<file path="src/rtl/axil_reg_file_pkg.sv">
// Shared types, response codes and address decode for the AXI-Lite register file.
package axil_reg_file_pkg;

    typedef enum logic [1:0] {
        REG_CTRL,
        REG_STATUS,
        REG_UNMAPPED
    } reg_kind_t;

    localparam logic [1:0]  RESP_OKAY      = 2'b00;
    localparam logic [1:0]  RESP_SLVERR    = 2'b10;
    localparam logic [1:0]  RESP_DECERR    = 2'b11;
    localparam logic [31:0] UNMAPPED_RDATA = 32'hDEAD_BEEF;

    // Control registers occupy the low word indices, status registers follow directly after.
    function automatic reg_kind_t decode(input logic [29:0] idx,
                                         input int unsigned num_ctrl,
                                         input int unsigned num_status);
        logic [31:0] wide;
        wide = {2'b00, idx};
        if (wide < num_ctrl)
            return REG_CTRL;
        else if (wide < num_ctrl + num_status)
            return REG_STATUS;
        else
            return REG_UNMAPPED;
    endfunction

endpackage

</file>
<file path="src/rtl/axil_if.sv">
// 32-bit AXI-Lite bus bundle shared between udp_axil_bridge and axil_reg_file.
interface AXIL_IF;
    logic        awvalid;
    logic        awready;
    logic [31:0] awaddr;
    logic [2:0]  awprot;
    logic        wvalid;
    logic        wready;
    logic [31:0] wdata;
    logic [3:0]  wstrb;
    logic        bvalid;
    logic        bready;
    logic [1:0]  bresp;
    logic        arvalid;
    logic        arready;
    logic [31:0] araddr;
    logic [2:0]  arprot;
    logic        rvalid;
    logic        rready;
    logic [31:0] rdata;
    logic [1:0]  rresp;

    modport Master (
        output awvalid, awaddr, awprot, wvalid, wdata, wstrb, bready, arvalid, araddr, arprot, rready,
        input  awready, wready, bvalid, bresp, arready, rvalid, rdata, rresp
    );

    modport Slave (
        input  awvalid, awaddr, awprot, wvalid, wdata, wstrb, bready, arvalid, araddr, arprot, rready,
        output awready, wready, bvalid, bresp, arready, rvalid, rdata, rresp
    );
endinterface

</file>
<file path="src/rtl/axil_reg_file.sv">
// AXI-Lite slave exposing RW control registers to the fabric and RO status registers from it.
module axil_reg_file
    import axil_reg_file_pkg::*;
#(
    parameter int unsigned NUM_CTRL         = 8,
    parameter int unsigned NUM_STATUS       = 8,
    parameter logic [31:0] CTRL_RESET_VALUE = 32'h0000_0000
) (
    input  logic                         clk,
    input  logic                         reset,
    AXIL_IF.Slave                        axil_if,
    output logic [NUM_CTRL-1:0][31:0]    ctrl_regs,
    output logic [NUM_CTRL-1:0]          ctrl_wr_pulse,
    input  logic [NUM_STATUS-1:0][31:0]  status_regs
);

    logic        aw_held;
    logic        w_held;
    logic [29:0] aw_idx;
    logic [31:0] w_data;
    logic [3:0]  w_strb;
    logic        bvalid;
    logic [1:0]  bresp;
    logic        rvalid;
    logic [1:0]  rresp;
    logic [31:0] rdata;

    logic        awready;
    logic        wready;
    logic        arready;
    logic        commit;
    reg_kind_t   wr_kind;
    reg_kind_t   rd_kind;
    logic [31:0] rd_value;
    logic        unused_bits;

    assign awready = !aw_held && !bvalid;
    assign wready  = !w_held && !bvalid;
    assign arready = !rvalid;
    assign commit  = aw_held && w_held;
    assign wr_kind = decode(aw_idx, NUM_CTRL, NUM_STATUS);

    assign axil_if.awready = awready;
    assign axil_if.wready  = wready;
    assign axil_if.bvalid  = bvalid;
    assign axil_if.bresp   = bresp;
    assign axil_if.arready = arready;
    assign axil_if.rvalid  = rvalid;
    assign axil_if.rresp   = rresp;
    assign axil_if.rdata   = rdata;

    // Protection bits and the byte offset within a word carry no meaning here.
    assign unused_bits = ^{axil_if.awprot, axil_if.arprot, axil_if.awaddr[1:0], axil_if.araddr[1:0]};

    always_comb begin
        rd_kind  = decode(axil_if.araddr[31:2], NUM_CTRL, NUM_STATUS);
        rd_value = UNMAPPED_RDATA;
        for (int i = 0; i < NUM_CTRL; i++) begin
            if (axil_if.araddr[31:2] == 30'(i))
                rd_value = ctrl_regs[i];
        end
        for (int i = 0; i < NUM_STATUS; i++) begin
            if (axil_if.araddr[31:2] == 30'(NUM_CTRL + i))
                rd_value = status_regs[i];
        end
    end

    // AW and W are parked independently; the write lands on the first edge both are held.
    always_ff @(posedge clk) begin
        if (reset) begin
            aw_held       <= 1'b0;
            w_held        <= 1'b0;
            aw_idx        <= '0;
            w_data        <= '0;
            w_strb        <= '0;
            bvalid        <= 1'b0;
            bresp         <= RESP_OKAY;
            ctrl_regs     <= {NUM_CTRL{CTRL_RESET_VALUE}};
            ctrl_wr_pulse <= '0;
        end else begin
            ctrl_wr_pulse <= '0;
            if (axil_if.awvalid && awready) begin
                aw_held <= 1'b1;
                aw_idx  <= axil_if.awaddr[31:2];
            end
            if (axil_if.wvalid && wready) begin
                w_held <= 1'b1;
                w_data <= axil_if.wdata;
                w_strb <= axil_if.wstrb;
            end
            if (commit) begin
                aw_held <= 1'b0;
                w_held  <= 1'b0;
                bvalid  <= 1'b1;
                case (wr_kind)
                    REG_CTRL: begin
                        bresp <= RESP_OKAY;
                        for (int i = 0; i < NUM_CTRL; i++) begin
                            if (aw_idx == 30'(i)) begin
                                ctrl_wr_pulse[i] <= 1'b1;
                                for (int b = 0; b < 4; b++) begin
                                    if (w_strb[b])
                                        ctrl_regs[i][8*b +: 8] <= w_data[8*b +: 8];
                                end
                            end
                        end
                    end
                    REG_STATUS: bresp <= RESP_SLVERR;
                    default:    bresp <= RESP_DECERR;
                endcase
            end else if (bvalid && axil_if.bready) begin
                bvalid <= 1'b0;
            end
        end
    end

    // Read data is captured at the AR handshake and frozen until the R handshake.
    always_ff @(posedge clk) begin
        if (reset) begin
            rvalid <= 1'b0;
            rresp  <= RESP_OKAY;
            rdata  <= '0;
        end else if (axil_if.arvalid && arready) begin
            rvalid <= 1'b1;
            rdata  <= rd_value;
            rresp  <= (rd_kind == REG_UNMAPPED) ? RESP_DECERR : RESP_OKAY;
        end else if (rvalid && axil_if.rready) begin
            rvalid <= 1'b0;
        end
    end

endmodule

</file>
<file path="src/flat_wrapper.sv">
// flat-port wrapper written by rule: the top's interface ports become plain ports
module axil_reg_file_flat import axil_reg_file_pkg::*;
#(
    parameter int unsigned NUM_CTRL         = 8,
    parameter int unsigned NUM_STATUS       = 8,
    parameter logic [31:0] CTRL_RESET_VALUE = 32'h0000_0000
)
  (clk, reset, ctrl_regs, ctrl_wr_pulse, status_regs, axil_if_awvalid, axil_if_awaddr, axil_if_awprot, axil_if_wvalid, axil_if_wdata, axil_if_wstrb, axil_if_bready, axil_if_arvalid, axil_if_araddr, axil_if_arprot, axil_if_rready, axil_if_awready, axil_if_wready, axil_if_bvalid, axil_if_bresp, axil_if_arready, axil_if_rvalid, axil_if_rdata, axil_if_rresp);
  AXIL_IF axil_if_i ();
  input  logic clk;
  input  logic reset;
  output logic [NUM_CTRL-1:0][31:0] ctrl_regs;
  output logic [NUM_CTRL-1:0] ctrl_wr_pulse;
  input  logic [NUM_STATUS-1:0][31:0] status_regs;
  input wire logic [$bits(axil_if_i.awvalid)-1:0] axil_if_awvalid;
  input wire logic [$bits(axil_if_i.awaddr)-1:0] axil_if_awaddr;
  input wire logic [$bits(axil_if_i.awprot)-1:0] axil_if_awprot;
  input wire logic [$bits(axil_if_i.wvalid)-1:0] axil_if_wvalid;
  input wire logic [$bits(axil_if_i.wdata)-1:0] axil_if_wdata;
  input wire logic [$bits(axil_if_i.wstrb)-1:0] axil_if_wstrb;
  input wire logic [$bits(axil_if_i.bready)-1:0] axil_if_bready;
  input wire logic [$bits(axil_if_i.arvalid)-1:0] axil_if_arvalid;
  input wire logic [$bits(axil_if_i.araddr)-1:0] axil_if_araddr;
  input wire logic [$bits(axil_if_i.arprot)-1:0] axil_if_arprot;
  input wire logic [$bits(axil_if_i.rready)-1:0] axil_if_rready;
  output wire logic [$bits(axil_if_i.awready)-1:0] axil_if_awready;
  output wire logic [$bits(axil_if_i.wready)-1:0] axil_if_wready;
  output wire logic [$bits(axil_if_i.bvalid)-1:0] axil_if_bvalid;
  output wire logic [$bits(axil_if_i.bresp)-1:0] axil_if_bresp;
  output wire logic [$bits(axil_if_i.arready)-1:0] axil_if_arready;
  output wire logic [$bits(axil_if_i.rvalid)-1:0] axil_if_rvalid;
  output wire logic [$bits(axil_if_i.rdata)-1:0] axil_if_rdata;
  output wire logic [$bits(axil_if_i.rresp)-1:0] axil_if_rresp;
  assign axil_if_i.awvalid = axil_if_awvalid;
  assign axil_if_i.awaddr = axil_if_awaddr;
  assign axil_if_i.awprot = axil_if_awprot;
  assign axil_if_i.wvalid = axil_if_wvalid;
  assign axil_if_i.wdata = axil_if_wdata;
  assign axil_if_i.wstrb = axil_if_wstrb;
  assign axil_if_i.bready = axil_if_bready;
  assign axil_if_i.arvalid = axil_if_arvalid;
  assign axil_if_i.araddr = axil_if_araddr;
  assign axil_if_i.arprot = axil_if_arprot;
  assign axil_if_i.rready = axil_if_rready;
  assign axil_if_awready = axil_if_i.awready;
  assign axil_if_wready = axil_if_i.wready;
  assign axil_if_bvalid = axil_if_i.bvalid;
  assign axil_if_bresp = axil_if_i.bresp;
  assign axil_if_arready = axil_if_i.arready;
  assign axil_if_rvalid = axil_if_i.rvalid;
  assign axil_if_rdata = axil_if_i.rdata;
  assign axil_if_rresp = axil_if_i.rresp;
  axil_reg_file #(.NUM_CTRL(NUM_CTRL), .NUM_STATUS(NUM_STATUS), .CTRL_RESET_VALUE(CTRL_RESET_VALUE)) u_core (.clk(clk), .reset(reset), .axil_if(axil_if_i), .ctrl_regs(ctrl_regs), .ctrl_wr_pulse(ctrl_wr_pulse), .status_regs(status_regs));
endmodule
</file>
<file path="config.mk">
export PLATFORM = sky130hd
export DESIGN_NAME = axil_reg_file_flat
export DESIGN_NICKNAME = d
export VERILOG_FILES = /design/src/rtl/axil_reg_file_pkg.sv /design/src/rtl/axil_if.sv /design/src/rtl/axil_reg_file.sv /design/src/flat_wrapper.sv
export SDC_FILE = /design/constraint.sdc
export NUM_CORES = 1
export LEC_CHECK = 0
export ABC_AREA = 0
export CAP_MARGIN = 20
export CORE_AREA = 2 2 266 268
export CTS_CLUSTER_DIAMETER = 120
export DETAILED_ROUTE_END_ITERATION = 10
export DIE_AREA = 0 0 268 270
export SLEW_MARGIN = 20
export SYNTH_ARGS = -nofsm -noshare
export SYNTH_HDL_FRONTEND = slang
export SYNTH_SLANG_ARGS = --single-unit
export TNS_END_PERCENT = 10
</file>
<file path="constraint.sdc">
create_clock -name clk -period 2.69 [get_ports clk]
set_input_delay 0.269 -clock clk [delete_from_list [all_inputs] [get_ports clk]]
set_output_delay 0.269 -clock clk [all_outputs]
set_load 0.01 [all_outputs]
</file>
==> reports/qor_table.md, run 1 <==
| Item | Value |
|---|---|
| Iteration-0 DRC count of the detailed router | 2654 |
| Total Die Area | 72360 um2 |
| Final number of hold-violating endpoints | 0 |
| Top_reg_cell synth | sky130_fd_sc_hd__dfxtp_1 |
| Width of the die | 268 um |
| Clock transition at the registers of the reported paths | 0.07 ns |
| Required time of the critical path | 3.15 ns |
| Pleak | 0.01027 uW |
| Element type at the critical path end | flop |
| Wirelength, routed | 125400 um |
| Data arrival time of the critical path | 3.05 ns |
| Final number of setup-violating endpoints | 0 |
| Residual antenna-violating net count after detailed routing | 0 |
| Global-route usage over all layers | 33.12% |
| Most numerous cell in the Yosys netlist | sky130_fd_sc_hd__nand2_1 |
| Final worst clock skew | 0.02453 ns |
| Worst max-slew margin expressed relative to the limit | 27.03% |
| Count of cell types in the netlist | 81 |
| Worst setup timing slack at the placement stage | -0.4902 ns |
| Critical path buffer and inverter count | 2 |
| Average cell area after synthesis | 7.477 um2 |
| Global-route congestion overflow total | 0 |
| Via count of the first global-routing pass | 22230 |
| Core Area | 69540 um2 |
| Antenna violations before repair | 37 |
| Worst Tran Pin Value | 1.095 ns |
| Wire length of the first global-routing pass | 171300 um |
| Maximum achievable frequency | 0.3865 GHz |
| Maximum buffer depth of the clock tree | 3 |
| Cells after Synth | 2450 |
| Share of cells above drive strength 1 | 14.36% |
| Cell Area, Placed | 28110 um2 |
| Input/output buffers | 663 |
| Class of the most critical setup path | in -> reg |
| Post-layout net count | 3626 |
| Number of warnings reported in the yosys synthesis log | 0 |
| Final number of max-transition violations | 0 |
| Tmin final | 2.588 ns |
| CTS tree | built |
| Cell repeated most along the worst path | sky130_fd_sc_hd__a21oi_1 |
| Synthesized netlist net count | 2819 |
| Die height | 270 um |
| Via count of the routed design | 23358 |
| Cell type with the largest total area after synthesis | sky130_fd_sc_hd__dfxtp_1 |
| Master of the slowest instance on the critical path | sky130_fd_sc_hd__or4_1 |
| Count of buffers added by post-CTS timing repair for setup | 0 |
| Areal power density over the cells | 468.7 nW/um2 |
| Placed Cells | 4148 |
| Number of top-level pins | 674 |
| Worst reg-to-reg setup slack | 0.19 ns |
| Cell types occupying the most area after synthesis | sky130_fd_sc_hd__dfxtp_1 (40%), sky130_fd_sc_hd__a21oi_1 (11%), sky130_fd_sc_hd__nand2_1 (10%) |
| Overall Power | 13960 uW |
| Sort of element at the start of the critical path | input port |
| Summed instance area of the synthesized netlist | 18320 um2 |
| CTS buffer count | 46 |
| Final instance area | 29770 um2 |
| Max-cap violations | 0 |
| Type of the tightest min-delay check | in -> reg |
| Largest voltage drop on the vdd net | 0.4823 mV |
| Weighted congestion reported at the end of routability-driven placement | 1.039 |
| Sequential fraction of the synthesis area | 40.33% |
| Ordered cell list for the critical path | clkdlybuf4s50_1 > or4_1 > nor4_4 > buf_12 > nand3_4 > o22ai_1 > a21oi_1 > a21oi_1 > a211oi_1 |
| # rows | 97 |
| Final routed DRC violation total | 0 |
| Clock root buffer | sky130_fd_sc_hd__clkbuf_16 |
| Detail Placement HPWL | 101500 um |
| Fin util | 42.82% |
| Sinks on the clock net | 369 |
| Cell family with the largest share of critical-path delay | simple AND/OR/NAND/NOR gates |
| Largest net degree at the start of global routing | 109 |
| Avg WL per Cell | 29.38 um |
| Post-synthesis to final-layout area growth | 62.55% |
| Non-filler cells in the finished layout | 4268 |
| Fraction of synthesized cell area taken by the top area cell type | 40.33% |
| Crit-path max cell delay | 0.65 ns |
| CTS H-tree lvls | 2 |
| Number of synthesized flops with an enable pin | 0 |
| Initial core utilization | 26.34% |
| Final period utilization | 96.19% |
| Post-synthesis async set-or-reset flop share | 0% |
| Outcome | finished, final reports clean |
| TritonRoute pass-1 iters | 6 |
| Fillers | 7172 |
| Via density | 5.473 |
| #FFs+latches synth | 369 |
| Largest fanout on the critical path | 17 |
| Synth top cells by count | sky130_fd_sc_hd__nand2_1 (495), sky130_fd_sc_hd__a21oi_1 (410), sky130_fd_sc_hd__dfxtp_1 (369) |
| Clock latency at the later pin of the worst-skew pair | 0.60 ns |
| PnR worst setup slack | 0.1025 ns |
placed cells by master (no fill, tap or decap), types with 7 or more instances in the layout:
cell type                         count
sky130_fd_sc_hd__a22o_1              10
sky130_fd_sc_hd__nor3_1              40
sky130_fd_sc_hd__buf_12              34
sky130_fd_sc_hd__dfxtp_1            369
sky130_fd_sc_hd__clkbuf_8             7
sky130_fd_sc_hd__nand2_1            495
sky130_fd_sc_hd__a221oi_1            12
sky130_fd_sc_hd__o22ai_1             57
sky130_fd_sc_hd__or3_1               11
sky130_fd_sc_hd__mux2_2              11
sky130_fd_sc_hd__o221ai_1            12
sky130_fd_sc_hd__inv_1               12
sky130_fd_sc_hd__clkbuf_1            13
sky130_fd_sc_hd__o31ai_1             13
sky130_fd_sc_hd__clkbuf_16           47
sky130_fd_sc_hd__nor2_1             105
sky130_fd_sc_hd__o22a_1               9
sky130_fd_sc_hd__a21oi_1            410
sky130_fd_sc_hd__a22oi_1             17
sky130_fd_sc_hd__buf_4              289
sky130_fd_sc_hd__mux2i_1             21
sky130_fd_sc_hd__nand3_1            291
sky130_fd_sc_hd__a221o_1              9
sky130_fd_sc_hd__o21ai_0             66
sky130_fd_sc_hd__o21ai_1              9
sky130_fd_sc_hd__mux4_2              14
sky130_fd_sc_hd__nor2_2               7
sky130_fd_sc_hd__clkdlybuf4s50_1    660
sky130_fd_sc_hd__diode_2             35
sky130_fd_sc_hd__nor4_2               9
sky130_fd_sc_hd__o211ai_1            11
sky130_fd_sc_hd__o21a_1               9
sky130_fd_sc_hd__a21o_1              15
sky130_fd_sc_hd__nor2b_1              8
sky130_fd_sc_hd__nor4_1              17
sky130_fd_sc_hd__nand4_1             16
sky130_fd_sc_hd__a211oi_1            13
layer usage:
layer	GRT usage, %	up-vias	part of all wire (%)
met5	0	-	0.020
met4	21.99	4	7.0
met3	9.382	311	10
met2	52.01	1327	45
met1	39.19	11214	38
li1	-	10502	-
flip-flops by register name, indices dropped and copies added, names as in the netlist, 2 cells and up:
register and flops:
u_core.axil_if.rdata 32, u_core.w_strb 4, u_core.ctrl_wr_pulse 8, u_core.ctrl_regs 256
u_core.w_data 32, u_core.aw_idx 30, u_core.axil_if.bresp 2
per-stage QoR:
stage | setup TNS (ns) | hold slack, ns
floorplan | 0 | 0.3680
global placement | -9.915 | 0.4397
detailed placement | -10.15 | 0.4458
CTS | 0 | 0.2070
global route | -0.006566 | 0.2247
finish | 0 | 0.2300
power by group:
group,switching [uW],internal (uW),leakage [uW]
Sequential,190,5580,0.00299
Combinational,808,835,0.00653
Clock,2660,3890,0.000748
Total,3660,10300,0.0103
kinds of logic after synthesis:
| logic type | count (synthesis) | share of synthesized area (%) |
|---|---|---|
| buffers and inverters | 240 | 5.369 |
| AND/OR/NAND/NOR | 1058 | 26.62 |
| AO/OA/AOI/OAI | 736 | 24.09 |
| flip-flops | 369 | 40.33 |
| multiplexers | 46 | 3.545 |
| XOR/XNOR | 1 | 0.04782 |
worst paths after layout:
kind | from | to | cells past startpoint
min reg2reg | u_core.w_strb[2] | u_core.w_strb[2] | 2
max | axil_if_araddr[18] | u_core.axil_if.rdata[7] | 9
min | axil_if_awaddr[21] | u_core.aw_idx[19] | 3
max reg2reg | u_core.aw_idx[6] | u_core.ctrl_regs[215] | 9
worst min-delay path, cell delays in order:
cell	delay, ns
sky130_fd_sc_hd__clkdlybuf4s50_1	0.39
sky130_fd_sc_hd__nand2_1	0.05
sky130_fd_sc_hd__a21oi_1	0.05
final cells by class:
cell class	count	area, um2	area share [%]
Antenna cell	35	87.58	0.2942
Clock buffer	67	1321	4.438
Clock inverter	17	227.7	0.7648
Inverter	12	45.04	0.1513
Multi-Input combinational cell	1841	10030	33.69
Sequential cell	369	7387	24.81
Tap cell	940	1176	3.950
Timing Repair Buffer	987	9498	31.90
what timing repair did:
| item | 4_1_cts | 5_1_grt |
|---|---|---|
| gates resized for setup | 0 | 4 |
| endpoints found under the setup margin | 0 | 78 |
| hold buffers | 1 | 0 |
| endpoints found under the hold margin | 1 | 0 |
Note: power is estimated with default switching activity, not from simulation.
==> run 2: changes to the inputs <==
--- a/config.mk
+++ b/config.mk
@@ -7,10 +7,13 @@
 export LEC_CHECK = 0
 export ABC_AREA = 0
 export CAP_MARGIN = 20
+export CELL_PAD_IN_SITES_DETAIL_PLACEMENT = 1
+export CELL_PAD_IN_SITES_GLOBAL_PLACEMENT = 1
 export CORE_AREA = 2 2 266 268
 export CTS_CLUSTER_DIAMETER = 120
 export DETAILED_ROUTE_END_ITERATION = 10
 export DIE_AREA = 0 0 268 270
+export PLACE_DENSITY_LB_ADDON = 0.1
 export SLEW_MARGIN = 20
 export SYNTH_ARGS = -nofsm -noshare
 export SYNTH_HDL_FRONTEND = slang
==> run 2 against run 1 <==
Against the previous run: global-route usage rose by 2.5 points; sequential power barely moved; clock power fell by 8.0%; fmax fell by 2.2%.
==> reports/qor_table.md, run 2 (same netlist as run 1, synthesis figures left out) <==
| Item | Value |
|---|---|
| Largest voltage drop on the vdd net | 0.4109 mV |
| Required time of the critical path | 3.21 ns |
| Max-cap violations | 0 |
| Residual antenna-violating net count after detailed routing | 0 |
| Pleak | 0.01031 uW |
| Most common library cell in the layout ignoring fill and taps | sky130_fd_sc_hd__clkdlybuf4s50_1 |
| Maximum achievable frequency | 0.3779 GHz |
| Initial core utilization | 26.34% |
| Clock latency at the later pin of the worst-skew pair | 0.62 ns |
| Flip-flop count of the largest register after layout | 256 |
| Final number of hold-violating endpoints | 0 |
| Iteration-0 DRC count of the detailed router | 2047 |
| Wirelength, routed | 134100 um |
| Cell repeated most along the worst path | sky130_fd_sc_hd__buf_4 |
| Worst max-slew margin expressed relative to the limit | 37.99% |
| CTS buffer count | 44 |
| Crit-path max cell delay | 0.57 ns |
| Count of buffers added by post-CTS timing repair for setup | 0 |
| Weighted congestion reported at the end of routability-driven placement | 0.9826 |
| Registers with the most flip-flops | u_core.ctrl_regs x256, u_core.axil_if.rdata x32, u_core.w_data x32 |
| Wire length of the first global-routing pass | 184500 um |
| Type of the tightest min-delay check | in -> reg |
| Areal power density over the cells | 454.0 nW/um2 |
| Via count of the first global-routing pass | 23743 |
| Clock power frac | 44.5% |
| Worst setup timing slack at the placement stage | -0.8749 ns |
| Fin util | 42.84% |
| Input/output buffers | 663 |
| Number of top-level pins | 674 |
| Sequential fraction of design power | 42.7% |
| Maximum buffer depth of the clock tree | 3 |
| Final routed DRC violation total | 0 |
| Antenna violations before repair | 12 |
| Final number of setup-violating endpoints | 0 |
| PnR worst setup slack | 0.04361 ns |
| CTS tree | built |
| Ordered cell list for the critical path | clkdlybuf4s50_1 > or4_4 > nor4_4 > buf_12 > buf_4 > buf_4 > nand3_2 > buf_4 > o32ai_1 > a221o_1 > a21oi_1 > o22ai_1 |
| Switch Pwr | 3670 uW |
| Sort of element at the start of the critical path | input port |
| Die height | 270 um |
| Clock transition at the registers of the reported paths | 0.06 ns |
| Final instance area | 29790 um2 |
| Most used cells in the layout excluding fill and tap cells | sky130_fd_sc_hd__clkdlybuf4s50_1 (660), sky130_fd_sc_hd__nand2_1 (494), sky130_fd_sc_hd__a21oi_1 (409) |
| Master of the slowest instance on the critical path | sky130_fd_sc_hd__or4_4 |
| Final period utilization | 98.38% |
| Global-route usage over all layers | 35.58% |
| Largest net degree at the start of global routing | 163 |
| Total Die Area | 72360 um2 |
| Outcome | finished, final reports clean |
| Avg WL per Cell | 31.62 um |
| Summed negative setup slack over all endpoints | 0 ns |
| Largest register by flop count | u_core.ctrl_regs |
| Launch point of the worst hold path | axil_if_wdata[4] |
| Internal power consumption | 9854 uW |
| Sinks on the clock net | 369 |
| Tmin final | 2.646 ns |
| Post-layout net count | 3635 |
| Hold slack final | 0.2191 ns |
| Global-route congestion overflow total | 0 |
| TritonRoute pass-1 iters | 6 |
| Largest fanout on the critical path | 10 |
| Element type at the critical path end | flop |
| Detail Placement HPWL | 107000 um |
| RSZ-0062 raised after global routing | no |
| Core Area | 69540 um2 |
| Launch point of the worst path | axil_if_araddr[11] |
| Share of cells above drive strength 1 | 14.54% |
| Post-synthesis to final-layout area growth | 62.63% |
| Final number of max-transition violations | 0 |
| Final worst clock skew | 0.03462 ns |
| Start of the worst register-to-register path | u_core.aw_idx[29] |
| Clock root buffer | sky130_fd_sc_hd__clkbuf_16 |
| Combinational cell fraction of total power | 12.8% |
| Sw Share | 27.14% |
| Via density | 5.546 |
| Width of the die | 268 um |
| Worst Tran Pin Value | 0.9279 ns |
| # rows | 97 |
| Via count of the routed design | 23517 |
| Cell Area, Placed | 28310 um2 |
| Class of the most critical setup path | in -> reg |
| Data arrival time of the critical path | 3.17 ns |
| CTS H-tree lvls | 2 |
==> run 2: changes by cell type in the layout (fill, tap and decap cells not counted), moves of 2 or more <==
cell and change:
sky130_fd_sc_hd__buf_4 +4, sky130_fd_sc_hd__clkbuf_16 -3, sky130_fd_sc_hd__clkinvlp_4 -3, sky130_fd_sc_hd__clkinv_16 +2, sky130_fd_sc_hd__bufinv_16 -3, sky130_fd_sc_hd__buf_12 +8
sky130_fd_sc_hd__diode_2 -29
==> run 2: repair_timing <==
item / in CTS / in global routing
gates resized for setup: 3 / 4
hold buffers: 1 / 0
endpoints found under the hold margin: 1 / 0
setup endpoints to repair: 7 / 16
==> run 2: path summary, 6_finish.rpt <==
check | endpoint | slack (ns) | cells past startpoint
max | u_core.axil_if.rdata[4] | 0.04 | 12
min | u_core.w_data[4] | 0.22 | 3
max reg2reg | u_core.ctrl_regs[124] | 0.23 | 9
min reg2reg | u_core.aw_idx[18] | 0.46 | 2
==> run 2: power groups by stage <==
| stage | Clock [uW] | Sequential [uW] | Combinational [uW] |
|---|---|---|---|
| finish | 6020 | 5780 | 1730 |
| global route | 6310 | 5790 | 1800 |
| CTS | 6090 | 5770 | 1710 |
| detailed placement | 0 | 5890 | 1700 |
| global placement | 0 | 5880 | 1690 |
| floorplan | 0 | 5760 | 597 |
==> run 2: cell type report <==
| class | instances | area [um2] |
|---|---|---|
| tap | 940 | 1176 |
| clock buffer | 63 | 1242 |
| multi-input combinational | 1841 | 10080 |
| fill | 8196 | 39750 |
| timing repair buffer | 998 | 9677 |
| inverter | 12 | 45.04 |
| clock inverter | 11 | 168.9 |
| antenna | 6 | 15.01 |
| sequential | 369 | 7387 |
==> run 2: worst max-delay path: cells and delay by family <==
kind / cells / cell delay, ns
simple gates: 3 / 1.01
buf+inv: 5 / 1.06
compound gates: 4 / 0.80
==> run 2: per-layer routing <==
metal	global-route usage, %	part of all wire [%]	up-vias
met5	0	0.024	-
met2	58.20	47	1100
met1	44.99	41	11743
li1	-	-	10460
met4	14.42	4.1	4
met3	8.032	7.8	210
==> run 2: per-stage QoR <==
stage          power, uW  instances
2_1_floorplan       6359       2450
3_3_place_gp        7576       4159
3_5_place_dp        7585       4159
4_1_cts            13570       4234
5_1_grt            13900       4240
6_report           13520       4240
